--- src/rtl/lateral_inhibition_wta.sv ---
// Winner-take-all lateral inhibition for one excitatory column: the first spike of a
// gamma period passes, all later spikes are suppressed. Define WTA_RR_TIE_EN for round-robin tie-break.

`ifndef NEURONS_PER_COLUMN
`define NEURONS_PER_COLUMN 4
`endif
`ifndef TIME_PERIOD
`define TIME_PERIOD 8
`endif

module lateral_inhibition_wta #(
   parameter int NEURONS = `NEURONS_PER_COLUMN,
   parameter int PERIOD  = `TIME_PERIOD,
   parameter int TW      = $clog2(PERIOD),
   parameter int IW      = $clog2(NEURONS)
) (
   input  logic               clk,
   input  logic               rst,
   input  logic               en_counter,
   input  logic [TW-1:0]      cycle,
   input  logic [NEURONS-1:0] in_spikes,
   output logic [NEURONS-1:0] out_spikes,
   output logic               winner_valid,
   output logic [IW-1:0]      winner_idx,
   output logic [TW-1:0]      winner_time,
   output logic               period_done
);

   typedef enum logic {ARMED = 1'b0, LOCKED = 1'b1} state_t;

   state_t          state_q, state_d;
   logic            winner_valid_q, winner_valid_d;
   logic [IW-1:0]   winner_idx_q, winner_idx_d;
   logic [TW-1:0]   winner_time_q, winner_time_d;
   logic            period_done_q, period_done_d;

   logic            step_valid;
   logic            period_start;
   logic            period_close;
   logic            win;
   logic [IW-1:0]   sel_idx;

   assign step_valid   = en_counter && !rst;
   assign period_start = (cycle == '0);
   assign period_close = (cycle == TW'(PERIOD - 1));

`ifdef WTA_RR_TIE_EN
   logic [IW-1:0] ptr_q, ptr_d;

   // Scan downward so the first set bit at or after the pointer is the last one assigned.
   always_comb begin
      int j;
      sel_idx = '0;
      j       = 0;
      for (int k = NEURONS - 1; k >= 0; k--) begin
         j = int'(ptr_q) + k;
         if (j >= NEURONS) j = j - NEURONS;
         if (in_spikes[j]) sel_idx = IW'(j);
      end
   end

   always_comb begin
      ptr_d = ptr_q;
      if (win) ptr_d = (int'(sel_idx) == NEURONS - 1) ? '0 : sel_idx + 1'b1;
   end

   always_ff @(posedge clk) begin
      if (rst) ptr_q <= '0;
      else     ptr_q <= ptr_d;
   end
`else
   always_comb begin
      sel_idx = '0;
      for (int i = NEURONS - 1; i >= 0; i--) begin
         if (in_spikes[i]) sel_idx = IW'(i);
      end
   end
`endif

   // A cycle-0 step re-arms even if the previous period close was missed.
   assign win = step_valid && |in_spikes && ((state_q == ARMED) || period_start);

   generate
      for (genvar gi = 0; gi < NEURONS; gi++) begin : g_out
         assign out_spikes[gi] = win && (sel_idx == IW'(gi));
      end
   endgenerate

   always_comb begin
      state_d        = state_q;
      winner_valid_d = winner_valid_q;
      winner_idx_d   = winner_idx_q;
      winner_time_d  = winner_time_q;
      period_done_d  = 1'b0;
      if (step_valid) begin
         if (period_close)      state_d = ARMED;
         else if (win)          state_d = LOCKED;
         else if (period_start) state_d = ARMED;

         if (win) begin
            winner_valid_d = 1'b1;
            winner_idx_d   = sel_idx;
            winner_time_d  = cycle;
         end else if (period_start) begin
            winner_valid_d = 1'b0;
         end
         period_done_d = period_close;
      end
   end

   always_ff @(posedge clk) begin
      if (rst) begin
         state_q        <= ARMED;
         winner_valid_q <= 1'b0;
         winner_idx_q   <= '0;
         winner_time_q  <= '0;
         period_done_q  <= 1'b0;
      end else begin
         state_q        <= state_d;
         winner_valid_q <= winner_valid_d;
         winner_idx_q   <= winner_idx_d;
         winner_time_q  <= winner_time_d;
         period_done_q  <= period_done_d;
      end
   end

   assign winner_valid = winner_valid_q;
   assign winner_idx   = winner_idx_q;
   assign winner_time  = winner_time_q;
   assign period_done  = period_done_q;

endmodule

--- config.mk ---
export PLATFORM = sky130hd
export DESIGN_NAME = lateral_inhibition_wta
export DESIGN_NICKNAME = d
export VERILOG_FILES = /design/src/rtl/lateral_inhibition_wta.sv
export SDC_FILE = /design/constraint.sdc
export NUM_CORES = 1
export LEC_CHECK = 0
export ABC_CLOCK_PERIOD_IN_PS = 1100
export BUFFER_PORTS_ARGS = -buffer_cell sky130_fd_sc_hd__buf_2
export CAP_MARGIN = 20
export CORE_AREA = 2 2 39 41
export CTS_CLUSTER_SIZE = 30
export DETAILED_ROUTE_END_ITERATION = 8
export DIE_AREA = 0 0 41 43
export PLACE_DENSITY = 0.65
export SLEW_MARGIN = 5
export SYNTH_ARGS = -nofsm -noshare
export SYNTH_HDL_FRONTEND = slang
export SYNTH_SLANG_ARGS = --single-unit
--- constraint.sdc ---
create_clock -name clk -period 1.1 [get_ports clk]
set_input_delay 0.055 -clock clk [delete_from_list [all_inputs] [get_ports clk]]
set_output_delay 0.055 -clock clk [all_outputs]
set_load 0.02 [all_outputs]
# == After elaboration in Yosys (flattened, before gate mapping) ==
# Index checks and enable logic that the tools add are counted.
# totals
input_bits,10
register_bits,8
output_inout_bits,11
elab_cells,36
# classes
n_mux,7
n_reduce_logical,18
eq_ne,4
bitwise,2
# ops
cell,n
$mux W2,4
$logic_and A1 B1 Y1,7
$reduce_and A2 Y1,3
$eq A2 B2 Y1 const B,2
$reduce_or A4 Y1,1
$eq A3 B3 Y1 const B,1
$logic_not A3 Y1,1
$mux W1,3
$reduce_bool A3 Y1,1
$eq A2 B1 Y1 const B,1
$logic_not A2 Y1,1
$not A1 Y1,2
$reduce_bool A2 Y1,1
$reduce_or A2 Y1,1
$logic_not A1 Y1,1
$logic_or A1 B1 Y1,1

# == Depth between registers and ports, before layout ==
# logic_depth
depth_word,6
mapped_depth,4
mapped_depth_nobuf,3

# == Worst setup path after synthesis ==
# No wires, ideal clock.
# synth_path
kind,register to output
start,register state_q
end,output out_spikes[2]
path_buffers,0
slack_ns,-0.324
t_arrival_ns,1.369
path_stages_with_launch,4
cell_sequence,dfxtp_1 o31ai_2 nand3_1 nor4b_1
# synth_via
elab_chain_len,4
# synth_rtl
element,line,source
"start, declared",31,"state_t state_q, state_d;"
"start signal, assigned",119,state_q <= state_d;
$not A1 Y1,81,assign win = step_valid && |in_spikes && ((state_q == ARMED) || period_start);
$logic_or A1 B1 Y1,81,
$logic_and A1 B1 Y1,81,
$logic_and A1 B1 Y1,85,assign out_spikes[gi] = win && (sel_idx == IW'(gi));
"end, declared",22,"output logic [NEURONS-1:0] out_spikes,"
# No other way between the ends.

# == Final worst setup path ==
# Ends and elaborated chain as after synthesis.

==> reports/qor.csv <==
metric;value;unit
timing_hold_violations_final;0;
hpwl;879.5;µm
hp-class;in2reg;
fmax;758.2;MHz
cap_violations;0;
antenna_found_initial;0;
synth_common_cells;dfxtp_1, inv_1, nor3_1, nor4b_1;
worst_r2r_endpoint;winner_time[2];
cp-end-kind;output pin;
synth-seq-cells;8;
hold_start;rst;
syn_area_per_cell;9.454;µm²
finalNonFillerCells;96;
fillers;124;
worst_ir_drop_vdd;0.6137;mV
p_comb_share;31.2;%
r2r_start;state_q;
seqCellArea;161.4;µm²
grt_max_degree;8;
postSynthCellCount;45;
clkTransAtPathRegs;50;ps
fin_worst_skew;3.737;ps
yosys.cell_count.top_type;dfxtp_1;
setup_tns;-691.7;ps
p_leak;0.0003464;µW
antennaDiodeCount;0;
grt_pass1_wl;2007;µm
wl_per_cell;14.41;µm
routed_wl;1383;µm
clock_power_share;28.3;%
worst-endpoint-arrival;1260;ps
via_count;522;
p_int;551.2;µW
async_flop_share;0;%
via_per_inst;5.438;
swShare;30.81;%
finalSetupViolCount;7;
min_to;winner_idx[1];
synth_ff_type;dfxtp_1;
synthMuxAreaShare;0;%
final_nets;92;
rsz0062_at_grt;yes;
net-switching-power;245.5;µW
tightestPinTransition;285.6;ps
clkSinkCount;8;
die_area;1763;µm²
synth-adder-area-share;0;%
dr.pass1.iters;5;
multiInputGateArea;315.3;µm²
setup_ws;-218.9;ps
synthesis.area;425.4;µm²
powerDensity;1058;nW/µm²
period_share;119.9;%
io_pins;21;
drc;0;
synth.distinct_cells;21;
syn-num-nets;55;
slew_headroom;80.81;%
grt_pass1_vias;491;
grt_util_all_layers;16.80;%
die_w;41;µm
netlist_top_cells_area;dfxtp_1, nor4b_1, o41ai_4;
grt_overflow_total;0;
numCtsBuffers;3;
cts_tree;yes;
yosys.area_share.xor_xnor;0;%
rows;14;
path_class;reg2out;
drt_iter0_drc;14;
synth-compound-area-share;33.53;%
synth_top_cell_by_area;dfxtp_1;
cp.required;1040;ps
r2r_slack;-40;ps
synth_edf_count;0;
ys_warn_count;0;
outcome;finished, violations left;
synth.top_cell.area_share;37.65;%
holdBufCountCts;0;
cts_max_level;1;
antenna_left;0;
syn_to_final_growth;77.06;%
drv_slew;0;
cts_buffer_depth;2;
synth_top_family_by_area;compound AO/OA/AOI/OAI gates;
synth-simple-area-share;24.41;%
port_buffers;20;
core_area;1384;µm²
fp.dieH;43;µm
clock-root-buffer;clkbuf_4;
clk_latency;250;ps
worstPathMaxFanout;3;
initial_core_util;30.74;%
seqPwrFrac;40.5;%
dp_cells;91;
gp_congestion;0.7549;
drive_gt1_share;61.25;%
ys_seq_area_share;37.65;%
violations;setup timing;
rr_worst_depth;4;
fin_crit;1319;ps
startpoint_type;register;
holdPathStages;3;
## worst max-delay path by stage
stage,from,to,slack (ps),depth (start not counted)
6_report,state_q,out_spikes[2],-220,4
5_1_grt,state_q,out_spikes[2],-250,4
4_1_cts,state_q,out_spikes[2],-190,4
3_5_place_dp,cycle[1],out_spikes[2],-170,5
3_3_place_gp,cycle[1],out_spikes[2],-100,5
2_1_floorplan,state_q,out_spikes[2],-80,3
## state kept, by name, summed over array words and instances (netlist names)
register and flops:
winner_time 3, winner_idx 2, period_done 1, state_q 1, winner_valid 1
## logic make-up (layout without fill, tap and decap cells)
group	count (synthesis)	count (layout)
AND/OR/NAND/NOR	16	16
buffers and inverters	5	40
AO/OA/AOI/OAI	16	16
flip-flops	8	8
## area by class of cell
class                   count  share of cell area, %
multi-input cells          32                  41.86
flip-flops and latches      8                  21.43
repair buffers             33                  29.07
clock buffers               3                  2.990
well taps                  16                  2.658
inverters                   4                  1.993
## power by group through the flow
stage | clock network (µW) | registers (µW) | logic [µW]
after floorplan | 0 | 349 | 77.6
after global placement | 0 | 326 | 202
after detailed placement | 0 | 326 | 203
after CTS | 234 | 322 | 222
after global routing | 253 | 325 | 264
final | 225 | 322 | 249
## repair_timing
action | in CTS | in global routing
resized for setup | 7 | 11
setup buffers | 2 | 0
endpoints found under the setup margin | 4 | 8
gates cloned | 0 | 0
pin swaps | 5 | 2
## placed cells by master (no fill, tap or decap), drive strengths merged
cell type,count
inv,4
o211ai,1
o31a,1
buf,33
a31o,5
o41ai,1
o21a,1
or2b,1
and3,2
nor2,2
nor3,4
a211o,1
nor4b,4
nand2b,1
o21ai,3
a21oi,2
clkbuf,3
dfxtp,8
o31ai,1
nor4,1
nand3,1
## layer usage
layer / vias up / wire (µm) / track usage [%]
met1: 245 / 479 / 18.77
li1: 246 / - / -
met5: - / 0 / 0
met4: 0 / 34 / 8.000
met3: 4 / 98 / 5.236
met2: 27 / 771 / 27.19
## critical path, stage by stage (launching register included)
cell and delay, ps:
dfxtp_2 330, o31ai_4 70, nand3_4 150, nor4b_4 260
buf_4 190
## per-stage QoR
step / power (µW) / area [µm²] / utilization [%] / hold slack [ps] / setup slack [ps]
final: 796.7 / 753.2 / 54.43 / 148.2 / -218.9
after global routing: 842.0 / 753.2 / 54.43 / 151.2 / -252.9
after CTS: 778.3 / 701.9 / 50.72 / 132.7 / -194.9
after detailed placement: 529.3 / 636.9 / 46.02 / 402.3 / -174.6
after global placement: 527.9 / 636.9 / 46.02 / 393.9 / -103.6
after floorplan: 427.0 / 437.9 / - / 162.3 / -82.38
Power figures use the tool's default switching activity.
